==> config.mk <==
export PLATFORM = sky130hd
export DESIGN_NAME = hazard_scoreboard
export DESIGN_NICKNAME = d
export VERILOG_FILES = /design/src/rtl/hazard_scoreboard.sv
export SDC_FILE = /design/constraint.sdc
export NUM_CORES = 1
export LEC_CHECK = 0
export ABC_CLOCK_PERIOD_IN_PS = 10000
export CELL_PAD_IN_SITES_DETAIL_PLACEMENT = 1
export CELL_PAD_IN_SITES_GLOBAL_PLACEMENT = 1
export CORE_AREA = 5 5 141 143
export DETAILED_ROUTE_END_ITERATION = 6
export DIE_AREA = 0 0 146 148
export PLACE_DENSITY = 0.95
export SLEW_MARGIN = 20
export SYNTH_ARGS = -nofsm -noshare
export SYNTH_HDL_FRONTEND = slang
export SYNTH_SLANG_ARGS = --single-unit
export TNS_END_PERCENT = 100
==> constraint.sdc <==
create_clock -name clk -period 10 [get_ports clk]
set_clock_uncertainty 0.1 [all_clocks]
set_input_delay 2.5 -clock clk [delete_from_list [all_inputs] [get_ports clk]]
set_output_delay 2.5 -clock clk [all_outputs]
set_load 0.02 [all_outputs]
==> src/rtl/hazard_scoreboard.sv <==
// hazard_scoreboard: pending-write scoreboard plus forwarding select for an in-order pipeline.
// Each architectural register r (1..NUM_REGS-1) has a countdown of bubbles that a dependent
// instruction still needs. Register 0 never carries pending state.
// Optional macro HAZARD_PERF_EN enables the saturating stall_cycles counter. When the macro
// is undefined, stall_cycles is tied to 0 and no counter flops are built.
// Ports:
//   clk, rst                 clock, asynchronous active-high reset
//   issue_*                  ID instruction destination write (valid, wen, rd, latency)
//   id_rs1/2, id_rs1/2_used  ID source registers and their use flags
//   flush                    pipeline flush; clears all pending state
//   ex_rs1/2, ex_rs1/2_reg   EX operand registers sourced from the register file
//   exmem_*/memwb_*          downstream writeback destinations
//   fwd_a, fwd_b             operand select: 00 regfile, 01 EX/MEM, 10 MEM/WB
//   stall, pc_we, ifid_we, ctrl_bubble, busy, stall_cycles
module hazard_scoreboard #(
  parameter int unsigned NUM_REGS = 32,
  parameter int unsigned REG_AW   = 5,
  parameter int unsigned LAT_W    = 3
) (
  input  logic              clk,
  input  logic              rst,
  input  logic              issue_valid,
  input  logic              issue_wen,
  input  logic [REG_AW-1:0] issue_rd,
  input  logic [LAT_W-1:0]  issue_lat,
  input  logic [REG_AW-1:0] id_rs1,
  input  logic [REG_AW-1:0] id_rs2,
  input  logic              id_rs1_used,
  input  logic              id_rs2_used,
  input  logic              flush,
  input  logic [REG_AW-1:0] ex_rs1,
  input  logic [REG_AW-1:0] ex_rs2,
  input  logic              ex_rs1_reg,
  input  logic              ex_rs2_reg,
  input  logic [REG_AW-1:0] exmem_rd,
  input  logic [REG_AW-1:0] memwb_rd,
  input  logic              exmem_wen,
  input  logic              memwb_wen,
  output logic [1:0]        fwd_a,
  output logic [1:0]        fwd_b,
  output logic              stall,
  output logic              pc_we,
  output logic              ifid_we,
  output logic              ctrl_bubble,
  output logic              busy,
  output logic [31:0]       stall_cycles
);

  // Array covers the full address space so any address indexes safely; entries beyond
  // NUM_REGS-1 and entry 0 are held at zero.
  localparam int unsigned Depth = 2 ** REG_AW;

  logic [LAT_W-1:0] cnt [Depth];
  logic             srcHz;
  logic             wawHz;
  logic             iss;
  logic             anyPending;

  // Hazard detection against the registered pending counters.
  always_comb begin
    srcHz = 1'b0;
    wawHz = 1'b0;
    if (id_rs1_used && (id_rs1 != '0) && (cnt[id_rs1] != '0)) srcHz = 1'b1;
    if (id_rs2_used && (id_rs2 != '0) && (cnt[id_rs2] != '0)) srcHz = 1'b1;
    if (issue_valid && issue_wen && (issue_rd != '0) && (cnt[issue_rd] > issue_lat)) wawHz = 1'b1;
  end

  assign stall       = issue_valid & (srcHz | wawHz) & ~flush;
  assign pc_we       = ~stall;
  assign ifid_we     = ~stall;
  assign ctrl_bubble = stall;

  // A zero-latency producer needs no bubbles, so it does not occupy the scoreboard.
  assign iss = issue_valid & issue_wen & (issue_rd != '0) & (issue_lat != '0) & ~stall & ~flush;

  // Pending counters: flush clears, issue loads, otherwise count down to zero.
  always_ff @(posedge clk or posedge rst) begin
    if (rst) begin
      for (int unsigned r = 0; r < Depth; r++) cnt[r] <= '0;
    end else begin
      for (int unsigned r = 0; r < Depth; r++) begin
        if ((r == 0) || (r >= NUM_REGS)) begin
          cnt[r] <= '0;
        end else if (flush) begin
          cnt[r] <= '0;
        end else if (iss && (issue_rd == REG_AW'(r))) begin
          cnt[r] <= issue_lat;
        end else if (cnt[r] != '0) begin
          cnt[r] <= cnt[r] - LAT_W'(1);
        end
      end
    end
  end

  // busy reflects any outstanding pending write.
  always_comb begin
    anyPending = 1'b0;
    for (int unsigned r = 0; r < Depth; r++) begin
      if (cnt[r] != '0) anyPending = 1'b1;
    end
  end

  assign busy = anyPending;

  // Forwarding select; EX/MEM is younger and wins, x0 is never forwarded.
  always_comb begin
    fwd_a = 2'b00;
    fwd_b = 2'b00;
    if (ex_rs1_reg && (ex_rs1 != '0)) begin
      if (exmem_wen && (exmem_rd == ex_rs1))      fwd_a = 2'b01;
      else if (memwb_wen && (memwb_rd == ex_rs1)) fwd_a = 2'b10;
    end
    if (ex_rs2_reg && (ex_rs2 != '0)) begin
      if (exmem_wen && (exmem_rd == ex_rs2))      fwd_b = 2'b01;
      else if (memwb_wen && (memwb_rd == ex_rs2)) fwd_b = 2'b10;
    end
  end

`ifdef HAZARD_PERF_EN
  logic [31:0] stallCycles;

  // Saturating stall counter; only reset clears it.
  always_ff @(posedge clk or posedge rst) begin
    if (rst) begin
      stallCycles <= '0;
    end else if (stall && (stallCycles != 32'hFFFF_FFFF)) begin
      stallCycles <= stallCycles + 32'd1;
    end
  end

  assign stall_cycles = stallCycles;
`else
  assign stall_cycles = 32'd0;
`endif

endmodule
## Yosys cells after proc, flatten, opt, wreduce, memory -nomap -nowiden

Index checks and enable logic that the tools add are counted.

- Magnitude comparators: 4
- Bitwise logic cells: 13
- Multiplexer cells: 142
- Reduce and logical (&&, ||, !) cells: 114
- $add $sub $neg: 31
- Equal/unequal tests: 35

Operators by type and width:

| kind | count |
|---|---|
| $mux 3 | 99 |
| $reduce_bool 3->1 | 65 |
| $sub 3x1->3 const B | 31 |
| $eq 5x5->1 const B | 16 |
| $bmux 3 s5 | 3 |
| $logic_and 1x1->1 | 44 |
| $eq 5x4->1 const B | 8 |
| $mux 1 | 34 |
| $reduce_bool 5->1 | 5 |
| $eq 5x3->1 const B | 4 |
| $eq 5x5->1 | 4 |
| $ge 6x6->1 const B | 3 |
| $not 5->6 | 3 |
| $mux 2 | 6 |
| $eq 5x2->1 const B | 2 |
| $and 1x1->1 | 7 |
| $eq 5x1->1 const B | 1 |
| $gt 3x3->1 | 1 |
| $not 1->1 | 2 |
| $or 1x1->1 | 1 |

- Input bits: 49
- Output and inout port bits: 41
- Word-level logic and storage cells: 370
- Register bits after elaboration: 93

## Logic depth before layout (Yosys ltp)

- Depth after elaboration: 32
- Gate-level depth with buffers: 19
- Mapped depth without buffers: 15

## Worst setup path before layout

OpenSTA, ideal clock, no wires.

- Path kind: input-to-output
- Start point: input issue_rd[0]
- End point: output stall
- Arrival time: 5,730 ps
- Setup slack: 1,670 ps
- Stages on the path: 13
- Data required time: 7,400 ps
- Buffers on the path: 3
- Cell sequence: buf_6 -> buf_1 -> mux4_2 -> mux4_2 -> nor2_1 -> nor2_1 -> ha_1 -> nor2b_1 -> o21ai_0 -> a211o_2 -> and3_1 -> inv_1 -> buf_4

- Cells in the longest elaborated chain, start to end: 10
- Elaborated cells between the ends (all ways): 12
- Classes of those cells: order compare (1); mux (4); bitwise (4); reduce/logical (3)

RTL lines:

| what | line | RTL |
|---|---|---|
| start: declaration | 24 | `input logic [REG_AW-1:0] issue_rd,` |
| $not 5->6 (not written as such) | 65 | `if (issue_valid && issue_wen && (issue_rd != '0) && (cnt[issue_rd] > issue_lat)) wawHz = 1'b1;` |
| $bmux 3 s5 | 65 |  |
| $mux 3 (not written as such) (2 in series) | 65 |  |
| $gt 3x3->1 | 65 |  |
| $logic_and 1x1->1 (*) | 65 |  |
| $mux 1 (*) | 65 |  |
| $or 1x1->1 (*) | 68 | `assign stall = issue_valid & (srcHz \| wawHz) & ~flush;` |
| $and 1x1->1 (*) (2 in series) | 68 |  |
| end: declaration | 41 | `output logic stall,` |

Every way passes the cells marked *; elsewhere a longest branch is shown, timed or not. The select of a mux whose other input is x is not followed.

## Final worst setup path

- Start point: input issue_rd[1]
- End point: output stall

The elaborated chain is that of the path after synthesis.

==> key figures <==
Cells and area
  – Commonest non-fill, non-tap cell in the layout: nor2_1
  – Design Area, Final: about 9700 µm²
  – Fin cells: 1,250
  – Biggest regs: cnt: 93 flops
  – Area grow syn2layout: 9.42%
  – Fraction of layout cells with a size suffix above 1: 14.5%
  – Largest register by flop count: cnt
  – Final net count: 1,125
  – Util after Layout: 52.6%
  – Number of flip-flops in the largest register: between 90 and 100
  – Most frequent cells in the layout: nor2_1, inv_1, dfrtp_1

Routing
  – Routed len/inst: 24.5 µm
  – Pre-Repair DR Iteration Count: 7
  – Detailed Route WL: 30,700 µm
  – Post-DR vias/cell: 6.58
  – Via count: 8,223
  – Met2 wire length: 14,400 µm
  – Max Used Layer: met4
  – ANT nets after route: 0
  – Met3 WL: 3410 µm
  – Drt initial violations: a little under 1,000
  – Routed met1 length: 11,200 µm
  – DRC Markers: 12

Setup path
  – CP startpoint: issue_rd[1]
  – CP arrival: 6.93 ns
  – CP Capture Type: output pin
  – Worst-path maximum fanout: 17
  – CP bufs+invs: 4
  – CP peak stage delay: approximately 0.89 ns
  – CP cell instances: clkdlybuf4s50_1 > buf_4 > nand2b_1 > o21ai_0 > mux4_2 > nor2_1 > nor2_1 > ha_1 > nor2b_1 > o21ai_0 > a211o_2 > and3_1 > inv_1 > clkdlybuf4s50_1
  – Worst r2r src: cnt[4]
  – Worst setup SP type: primary input
  – Crit path kind: in2out
  – Required @ worst endpoint: 7.40 ns
  – Delay-heaviest family, CP: buffers and inverters
  – Slowest stage cell, crit path: clkdlybuf4s50_1

Place
  – Placer Congestion: between 0.9 and 1
  – Inst Count DP: 1,234
  – Placed inst area: 9430 µm²
  – Post-place setup slack: 0.630 ns
  – IO Port Bufs: 57
  – DP HPWL: around 22,000 µm

Timing
  – TNS Setup: 0 ns
  – Minimum clock period: 9.53 ns
  – Fmax: 105 MHz
  – Slew Limit Fails: 0
  – Worst setup margin: 0.473 ns
  – Period utilization: 95.3%
  – Final hold vios: 0
  – Headroom to the max-slew limit: 36.6%
  – Worst Tran Pin Value: 0.949 ns
  – Final setup fails: 0
  – RSZ-0062 raised after global routing: false

Die
  – Initial Utilization: 48.1%
  – Die Area: 21,600 µm²
  – Core area: 18,500 µm²
  – Row count: 50
  – Horiz. Die Dim: 146 µm
  – IO Pins: 90
  – DIE HEIGHT: roughly 150 µm

Logic synthesis
  – Post-synth EDFFs: 0
  – Synth area leader: dfrtp_1
  – Ranking of synthesized cells by area: dfrtp_1, ha_1, mux4_2, nor2_1, mux2_2
  – FF+latch count, synth: 93
  – Top_reg_cell synth: dfrtp_1
  – Synth unique cells: 63
  – Avg Synthesized Cell Area: 8.99 µm²
  – Post-Syn Instances: about 1,000
  – Yosys top cell area share: 26.2%
  – Post-synthesis sequential area ratio: approximately a quarter
  – Synth Warn #: 0
  – Mapped cell area: about 8900 µm²
  – Synth async-reset ratio: 100%

Power and ir drop
  – Power Internal: 1490 µW
  – Worst VDD drop: 0.105 mV
  – NetSw: between 1000 and 1500 µW
  – Sw frac: 48.5%
  – Clock power frac: a little under an eighth
  – Power share of the sequential group: 28.8%
  – Leakage: a little over 0.004 µW
  – Logic gate share of total power: 59.5%
  – Pwr per Cell Area: 299 nW/µm²

Clock network
  – Maximum root-to-sink buffer count: 2
  – CTS tree: done
  – Root buf cell: clkbuf_16
  – Resize count post-CTS: 0
  – Clk slew on worst S/H paths: 0.07 ns
  – Setup Buffers After CTS: 0
  – Post-CTS Hold Buffers: 0
  – Num Clock Sinks: 93
  – # H-tree levels: 3
  – CTS Buf Count: 9
  – Clk_lat worst skew: 0.37 ns

Worst hold path
  – Worst hold path type: reg2reg
  – Worst Hold Launch: cnt[91]

GRT
  – Largest net degree at the start of global routing: 61
  – Initial antenna violation count: 0
  – Number of global-route vias before repair: 8,539
  – Global-route wire length before repair: 48,200 µm
  – Total GRT Usage: 28.2%
  – Global route overflow: 0

Run
  – Max-cap viol count: 0

Status
  – Status: finished, violations left
  – Failing checks: design-rule violations
## path summary, 6_finish.rpt
| kind | to | slack [ns] | cells past startpoint |
|---|---|---|---|
| min in group asynchronous | cnt[69] | 2.44 | 2 |
| worst min register to register | cnt[91] | 0.61 | 3 |
| worst min-delay path | cnt[91] | 0.61 | 3 |
| worst max-delay path | stall | 0.47 | 14 |
| worst max register to register | cnt[90] | 5.67 | 12 |
| max in group asynchronous | cnt[88] | 6.24 | 3 |
## layer usage
layer | GRT usage (%) | vias up
met5 | 0 | -
met4 | 13.4 | 0
met3 | 6.99 | 152
met2 | 47.0 | 572
met1 | 34.5 | 4007
li1 | - | 3492
## power groups by stage
stage	clock, µW	sequential [µW]	combinational (µW)
2_1_floorplan	0	698	1290
6_report	341	836	1730
3_5_place_dp	0	821	1660
5_1_grt	356	846	1920
3_3_place_gp	0	802	1510
4_1_cts	340	817	1720
## cell families (layout without fill, tap and decap cells)
kind of cell    count (synthesis)  in the layout  synth area share, %
compound gates                122            122                 8.76
xor+xnor                       51             51                 5.04
fa+ha+maj                      65             65                 9.17
buf+inv                       188            185                 10.1
flops                          93             93                 26.2
mux                           124            124                 20.0
other cells                     1             33               0.0423
simple gates                  343            343                 20.6
## synth_stat cells (3+ instances only)
cell       count
nor2b_1        5
mux2i_1        3
a211oi_1       6
nand3_1       26
nor4b_1        5
mux2_2        50
a2111oi_0      5
xor2_1        47
a21oi_1       66
inv_1        102
nand2_1       11
mux4_2        34
nand2b_1       5
or2_1          3
or4_4         10
nor2_1       174
nor3_4        10
buf_6          6
or4_1          6
nor3_1        20
nor4_1        37
clkbuf_1      27
buf_4         34
or3_1          5
o211ai_1       3
buf_1          3
xnor2_1        4
o41ai_1        4
o31ai_1        7
buf_2         15
mux2_1        37
nand4_1       11
o21ai_0       11
nor3_2         4
ha_1          65
dfrtp_1       93
## worst register-to-register path: stages (launching register included)
cell and delay (ns):
dfrtp_1 0.46, mux4_2 0.48, mux4_2 0.49, nor2_1 0.13, nor2_1 0.07, ha_1 0.29, nor2b_1 0.13, o21ai_0 0.15
a211o_2 0.18, nand2_2 0.37, or4_1 0.66, nor3_2 0.33, mux2_1 0.38
## layout make-up
cell class | instances | area [µm²]
Fill cell | 2145 | 8750
Multi-Input combinational cell | 737 | 5770
Sequential cell | 93 | 2330
Timing Repair Buffer | 67 | 643
Inverter | 103 | 389
Tap cell | 234 | 293
Clock buffer | 11 | 253
Clock inverter | 4 | 23.8
Antenna cell | 1 | 2.50
## stage by stage
step                      hold WS (ns)  power [µW]
after floorplan                  0.516        1990
after global placement           0.557        2320
after detailed placement         0.578        2480
after CTS                        0.612        2870
after global routing             0.646        3120
final                            0.612        2900
No activity file was read; power rests on OpenSTA's default activity.
